**config.mk**
```make
export PLATFORM = sky130hd
export DESIGN_NAME = lock_entry_ctrl_flat
export DESIGN_NICKNAME = d
export VERILOG_FILES = /design/src/rtl/lock_entry_ctrl_if.sv /design/src/rtl/lock_entry_ctrl.sv /design/src/flat_wrapper.sv
export SDC_FILE = /design/constraint.sdc
export NUM_CORES = 1
export LEC_CHECK = 0
export CAP_MARGIN = 15
export CORE_AREA = 2 2 68 70
export DETAILED_ROUTE_END_ITERATION = 16
export DIE_AREA = 0 0 70 72
export PLACE_DENSITY = 0.81
export SLEW_MARGIN = 10
export SYNTH_ARGS = -nofsm -noshare
export SYNTH_HDL_FRONTEND = slang
export SYNTH_SLANG_ARGS = --single-unit
```
**constraint.sdc**
```tcl
create_clock -name clk -period 1.6 [get_ports clk]
set_input_delay 0.16 -clock clk [delete_from_list [all_inputs] [get_ports clk]]
set_output_delay 0.16 -clock clk [all_outputs]
set_load 0.01 [all_outputs]
```
**src/rtl/lock_entry_ctrl_if.sv**
```systemverilog
// Pin bundle between the lock I/O mapping and lock_entry_ctrl.
// The controller uses the slave modport; the driving side uses master.
interface lock_entry_ctrl_if #(
    parameter int CODE_LEN = 4
);
    logic [3:0]            in_digit;
    logic                  enter_btn;
    logic [4*CODE_LEN-1:0] code_word;
    logic                  locked_led;
    logic                  unlocked_led;
    logic                  error_led;
    logic [2:0]            state_leds;
    logic [2:0]            tries_left;

    modport master (
        output in_digit, enter_btn, code_word,
        input  locked_led, unlocked_led, error_led, state_leds, tries_left
    );

    modport slave (
        input  in_digit, enter_btn, code_word,
        output locked_led, unlocked_led, error_led, state_leds, tries_left
    );
endinterface

```
**src/rtl/lock_entry_ctrl.sv**
```systemverilog
// Multi-digit code entry with attempt limit and lockout for the digital lock.
// Optional feature: define LOCK_RELOCK_TIMER_EN to relock OPEN after UNLOCK_CYCLES.
module lock_entry_ctrl #(
    parameter int CODE_LEN       = 4,
    parameter int MAX_TRIES      = 3,
    parameter int ERR_CYCLES     = 4,
    parameter int LOCKOUT_CYCLES = 1000,
    parameter int UNLOCK_CYCLES  = 5000
) (
    input  logic              clk,
    input  logic              reset,
    lock_entry_ctrl_if.slave  bus
);
    localparam int EW   = 4 * CODE_LEN;
    localparam int TMAX = (ERR_CYCLES > LOCKOUT_CYCLES) ? ERR_CYCLES : LOCKOUT_CYCLES;
    localparam int TW   = $clog2(TMAX + 1);
`ifdef LOCK_RELOCK_TIMER_EN
    localparam int RW   = $clog2(UNLOCK_CYCLES + 1);
`endif

    typedef enum logic [2:0] {
        ST_LOCKED  = 3'd0,
        ST_ENTRY   = 3'd1,
        ST_CHECK   = 3'd2,
        ST_OPEN    = 3'd3,
        ST_ERROR   = 3'd4,
        ST_LOCKOUT = 3'd5
    } state_e;

    state_e          state_q, state_d;
    logic            enter_q, enter_d;
    logic [EW-1:0]   entry_q, entry_d;
    logic [3:0]      digit_cnt_q, digit_cnt_d;
    logic [2:0]      tries_q, tries_d;
    logic [TW-1:0]   tmr_q, tmr_d;
    logic            locked_q, locked_d;
    logic            unlocked_q, unlocked_d;
    logic            error_q, error_d;
`ifdef LOCK_RELOCK_TIMER_EN
    logic [RW-1:0]   rlk_q, rlk_d;
`endif

    logic            press;
    logic [EW-1:0]   entry_shift;

    assign press       = bus.enter_btn & ~enter_q;
    // Newest digit enters at the LS nibble, so the first digit ends up MS.
    assign entry_shift = (entry_q << 4) | EW'(bus.in_digit);

    always_comb begin
        state_d     = state_q;
        enter_d     = bus.enter_btn;
        entry_d     = entry_q;
        digit_cnt_d = digit_cnt_q;
        tries_d     = tries_q;
        tmr_d       = tmr_q;
`ifdef LOCK_RELOCK_TIMER_EN
        rlk_d       = rlk_q;
`endif
        case (state_q)
            ST_LOCKED: begin
                if (press) begin
                    entry_d     = entry_shift;
                    digit_cnt_d = 4'd1;
                    state_d     = (CODE_LEN == 1) ? ST_CHECK : ST_ENTRY;
                end
            end
            ST_ENTRY: begin
                if (press) begin
                    entry_d     = entry_shift;
                    digit_cnt_d = digit_cnt_q + 4'd1;
                    if (digit_cnt_q + 4'd1 == 4'(CODE_LEN))
                        state_d = ST_CHECK;
                end
            end
            ST_CHECK: begin
                digit_cnt_d = 4'd0;
                tmr_d       = '0;
                if (entry_q == bus.code_word) begin
                    state_d = ST_OPEN;
                    tries_d = 3'(MAX_TRIES);
`ifdef LOCK_RELOCK_TIMER_EN
                    rlk_d   = '0;
`endif
                end else begin
                    // tries_q is never 0 here: LOCKOUT always reloads it.
                    tries_d = tries_q - 3'd1;
                    state_d = (tries_q == 3'd1) ? ST_LOCKOUT : ST_ERROR;
                end
            end
            ST_OPEN: begin
`ifdef LOCK_RELOCK_TIMER_EN
                if (press || rlk_q == RW'(UNLOCK_CYCLES - 1)) begin
                    state_d = ST_LOCKED;
                    rlk_d   = '0;
                end else begin
                    rlk_d   = rlk_q + 1'b1;
                end
`else
                if (press)
                    state_d = ST_LOCKED;
`endif
            end
            ST_ERROR: begin
                if (tmr_q == TW'(ERR_CYCLES - 1)) begin
                    state_d = ST_LOCKED;
                    tmr_d   = '0;
                end else begin
                    tmr_d   = tmr_q + 1'b1;
                end
            end
            ST_LOCKOUT: begin
                if (tmr_q == TW'(LOCKOUT_CYCLES - 1)) begin
                    state_d = ST_LOCKED;
                    tmr_d   = '0;
                    tries_d = 3'(MAX_TRIES);
                end else begin
                    tmr_d   = tmr_q + 1'b1;
                end
            end
            default: begin
                state_d     = ST_LOCKED;
                digit_cnt_d = 4'd0;
                tmr_d       = '0;
            end
        endcase

        locked_d   = (state_d != ST_OPEN);
        unlocked_d = (state_d == ST_OPEN);
        error_d    = (state_d == ST_ERROR) || (state_d == ST_LOCKOUT);
    end

    always_ff @(posedge clk) begin
        if (reset) begin
            state_q     <= ST_LOCKED;
            enter_q     <= 1'b1;
            entry_q     <= '0;
            digit_cnt_q <= 4'd0;
            tries_q     <= 3'(MAX_TRIES);
            tmr_q       <= '0;
            locked_q    <= 1'b1;
            unlocked_q  <= 1'b0;
            error_q     <= 1'b0;
`ifdef LOCK_RELOCK_TIMER_EN
            rlk_q       <= '0;
`endif
        end else begin
            state_q     <= state_d;
            enter_q     <= enter_d;
            entry_q     <= entry_d;
            digit_cnt_q <= digit_cnt_d;
            tries_q     <= tries_d;
            tmr_q       <= tmr_d;
            locked_q    <= locked_d;
            unlocked_q  <= unlocked_d;
            error_q     <= error_d;
`ifdef LOCK_RELOCK_TIMER_EN
            rlk_q       <= rlk_d;
`endif
        end
    end

    assign bus.state_leds   = state_q;
    assign bus.tries_left   = tries_q;
    assign bus.locked_led   = locked_q;
    assign bus.unlocked_led = unlocked_q;
    assign bus.error_led    = error_q;
endmodule

```
**src/flat_wrapper.sv**
```systemverilog
// flat-port wrapper written by rule: the top's interface ports become plain ports
module lock_entry_ctrl_flat 
#(
    parameter int CODE_LEN       = 4,
    parameter int MAX_TRIES      = 3,
    parameter int ERR_CYCLES     = 4,
    parameter int LOCKOUT_CYCLES = 1000,
    parameter int UNLOCK_CYCLES  = 5000
)
  (clk, reset, bus_in_digit, bus_enter_btn, bus_code_word, bus_locked_led, bus_unlocked_led, bus_error_led, bus_state_leds, bus_tries_left);
  lock_entry_ctrl_if #(.CODE_LEN(CODE_LEN)) bus_i ();
  input  logic clk;
  input  logic reset;
  input wire logic [$bits(bus_i.in_digit)-1:0] bus_in_digit;
  input wire logic [$bits(bus_i.enter_btn)-1:0] bus_enter_btn;
  input wire logic [$bits(bus_i.code_word)-1:0] bus_code_word;
  output wire logic [$bits(bus_i.locked_led)-1:0] bus_locked_led;
  output wire logic [$bits(bus_i.unlocked_led)-1:0] bus_unlocked_led;
  output wire logic [$bits(bus_i.error_led)-1:0] bus_error_led;
  output wire logic [$bits(bus_i.state_leds)-1:0] bus_state_leds;
  output wire logic [$bits(bus_i.tries_left)-1:0] bus_tries_left;
  assign bus_i.in_digit = bus_in_digit;
  assign bus_i.enter_btn = bus_enter_btn;
  assign bus_i.code_word = bus_code_word;
  assign bus_locked_led = bus_i.locked_led;
  assign bus_unlocked_led = bus_i.unlocked_led;
  assign bus_error_led = bus_i.error_led;
  assign bus_state_leds = bus_i.state_leds;
  assign bus_tries_left = bus_i.tries_left;
  lock_entry_ctrl #(.CODE_LEN(CODE_LEN), .MAX_TRIES(MAX_TRIES), .ERR_CYCLES(ERR_CYCLES), .LOCKOUT_CYCLES(LOCKOUT_CYCLES), .UNLOCK_CYCLES(UNLOCK_CYCLES)) u_core (.clk(clk), .reset(reset), .bus(bus_i));
endmodule
```
==> flow_metrics.tcl <==
set metrics [dict create \
    slew_headroom 0.7942 \
    crit_path_end_kind "flip-flop" \
    max_freq_mhz 617.8 \
    mappedNetlistArea_sq_um 1989 \
    drt.antenna.violating_nets 0 \
    worst_setup_hold_path_clk_slew_ns 0.08 \
    crit-reg2reg-launch "u_core.tmr_q[0]$_SDFFE_PP0N_" \
    total_via_count_after_detailed_routing 1842 \
    total_power_mw 1.827 \
    final_hold_fails 0 \
    cts_buffers 5 \
    violations "setup timing" \
    initial_antenna_violation_count 0 \
    final_max_slew_viol_count 0 \
    grt_pass1_vias 1685 \
    number_of_enable_type_register_cells_in_the_synthesized_netlist 0 \
    insertedDiodeCount 0 \
    area.growth.synth_to_final_pct 35.91 \
    clock_skew_ns 0.006764 \
    report.final.setup_viol 9 \
    gp_congestion 0.8430 \
    worstPathMaxFanout 4 \
    worstMarginPinSlew_ns 0.3087 \
    ys.warnings.count 0 \
    tritoncts "built" \
    crit_required_ns 1.79 \
    die_area_sq_um 5040 \
    p_leak_nw 1.077 \
    clockBufferDepth 2 \
    start_util 0.4665 \
    detailed_place_hpwl_um 3295 \
    use_met1 0.2435 \
    grt_peak_use_layer "met2" \
    die_height_um 72 \
    run_status "complete, but fails checks" \
    number_of_synthesized_register_bits 40 \
    grt-ovfl-total 0 \
    fp.coreArea_sq_um 4264 \
    data_arrival_critical_path_ns 1.81 \
    rsz_0062_raised_after_global_routing "true" \
    first_pass_iters 4 \
    final.setup.worst_slack_ns -0.01864 \
    detail_route.iter0.violations 182 \
    htreeDepth 2 \
    route.detailed.wl_per_inst_um 13.62 \
    grt_max_degree 31 \
    synth.avg_cell_area_sq_um 8.430 \
    max-cap-violations 0 \
    worst_hold_path_type "input pin to flip-flop" \
    vdd_ir_drop_max_mv 0.3751 \
    cts_root_buf "clkbuf_8" \
    yosysSeqAreaShare 0.4025 \
    final_min_period_over_clock_period 1.012 \
    timing.setup.tns_ns -0.05830 \
    cts-hold-fix-buffers 0 \
    pre_cts_ws_ns -0.3049 \
    drc_errors 0 \
    design.portCount 32 \
    globalRouteMet2Util 0.2995 \
    layout.nets 319 \
    avgViaCountPerCell 5.355 \
    numClockSinks 40 \
    hold_path.startpoint "bus_in_digit[1]" \
    die-width_um 70 \
    placementRows 24 \
    layout-drive-gt1-share 0.2158 \
    number_of_distinct_library_cells_after_synthesis 48 \
    nFillCells 357 \
    cellPowerDensity_nw_per_um2 675.6 \
    cp-start-kind "flip-flop" \
    critPathLaunch "u_core.tmr_q[0]$_SDFFE_PP0N_" \
    track_usage 0.1849 \
    gr-usage-met3 0.04722 \
    clk_latency_ns 0.29 \
    final_wl_um 4684 \
    grt_pass1_wl_um 7507 \
    mostFrequentLayoutCells "nand2_1 (41), dfxtp_1 (34), clkdlybuf4s50_1 (31), buf_4 (29), a21oi_1 (24)" \
    placement.io_buffers 31 \
    ys.flop_type "dfxtp_1" \
    syn_nets 263 \
    syn_inst 236 \
    final_common_cell "nand2_1" \
    criticalPathCategory "flip-flop to flip-flop" \
    period_needed_ns 1.619 \
    synthArstFlopShare 0 \
]
## report_power, final
part / internal (mW) / total (mW) / switching, mW
combinational: 0.104 / 0.185 / 0.0813
clock: 0.296 / 0.630 / 0.333
sequential: 1.00 / 1.01 / 0.0108
total: 1.40 / 1.83 / 0.425
## sequential cells by signal, summed over array words and instances, names as in the netlist
| signal | count |
|---|---|
| u_core.bus.error_led | 1 |
| u_core.bus.locked_led | 1 |
| u_core.bus.state_leds | 3 |
| u_core.bus.tries_left | 3 |
| u_core.bus.unlocked_led | 1 |
| u_core.digit_cnt_q | 4 |
| u_core.enter_q | 1 |
| u_core.entry_q | 16 |
| u_core.tmr_q | 10 |
## through the flow
stage	cells	cell area, sq um	hold slack [ns]	util
3_3_place_gp	336	2546	0.4576	0.5971
5_1_grt	344	2704	0.4336	0.6341
3_5_place_dp	336	2546	0.4634	0.5971
4_1_cts	343	2658	0.4196	0.6232
6_report	344	2704	0.4180	0.6341
2_1_floorplan	236	2009	0.2666	-
## routing by layer
metal,up-vias,routed length (um)
li1,925,-
met1,860,2276
met5,-,0
met4,0,79
met2,48,2077
met3,9,251
## what timing repair did
action,in CTS,in global routing
pin swaps,2,7
buffers inserted,0,1
endpoints found under the setup margin,14,22
gates resized for setup,8,10
## cells in the mapped netlist (all sizes together), types with 2 or more instances
master / n / area, sq um
clkbuf: 7 / 26.28
and3: 2 / 12.51
o22ai: 2 / 12.51
or3: 2 / 12.51
nor3: 3 / 15.01
o21bai: 2 / 15.01
or2: 2 / 12.52
a31oi: 2 / 12.51
a211oi: 2 / 15.01
a21oi: 25 / 128.9
nand3: 5 / 25.02
nor2: 20 / 77.58
inv: 6 / 22.52
nand2: 41 / 153.9
o31ai: 3 / 36.28
nor3b: 3 / 22.52
nor4: 5 / 46.29
dfxtp: 40 / 800.8
nand4: 7 / 43.79
nand3b: 2 / 15.01
ha: 4 / 50.05
buf: 6 / 37.53
nand2b: 4 / 25.02
xor2: 23 / 201.4
o21ai: 2 / 13.76
o21a: 3 / 22.52
## worst paths after layout
check | to | slack, ns | cells after the start
setup reg to reg | u_core.bus.tries_left[1]$_SDFFE_PP1P_ | -0.02 | 6
hold / removal | u_core.entry_q[1]$_SDFFE_PP0P_ | 0.42 | 3
hold reg to reg | u_core.entry_q[15]$_SDFFE_PP0P_ | 0.47 | 2
setup / recovery | u_core.bus.tries_left[1]$_SDFFE_PP1P_ | -0.02 | 6
## critical path, cell delays in order (launching register included)
cell and delay [ns]:
dfxtp_2 0.36, ha_4 0.14, or3b_4 0.41, nor3_4 0.18, a31o_4 0.20, and4_1 0.17, o21bai_1 0.06
## kinds of logic after synthesis
family                     synth area share
and+or+nand+nor                      0.2673
AOI/OAI and AO/OA                    0.1560
DFF                                  0.4025
buffers and inverters               0.04339
adders and majority gates           0.02516
xor gates and xnor gates             0.1057
## layout make-up
type	instances	area (sq um)	share of cell area
well taps	52	65.06	0.02406
inverters	6	22.52	0.008329
clock inverters	1	5.005	0.001851
flip-flops and latches	40	815.8	0.3017
clock buffers	6	72.57	0.02684
repair buffers	62	550.5	0.2036
multi-input cells	177	1172	0.4336
No activity file was read; power rests on OpenSTA's default activity.
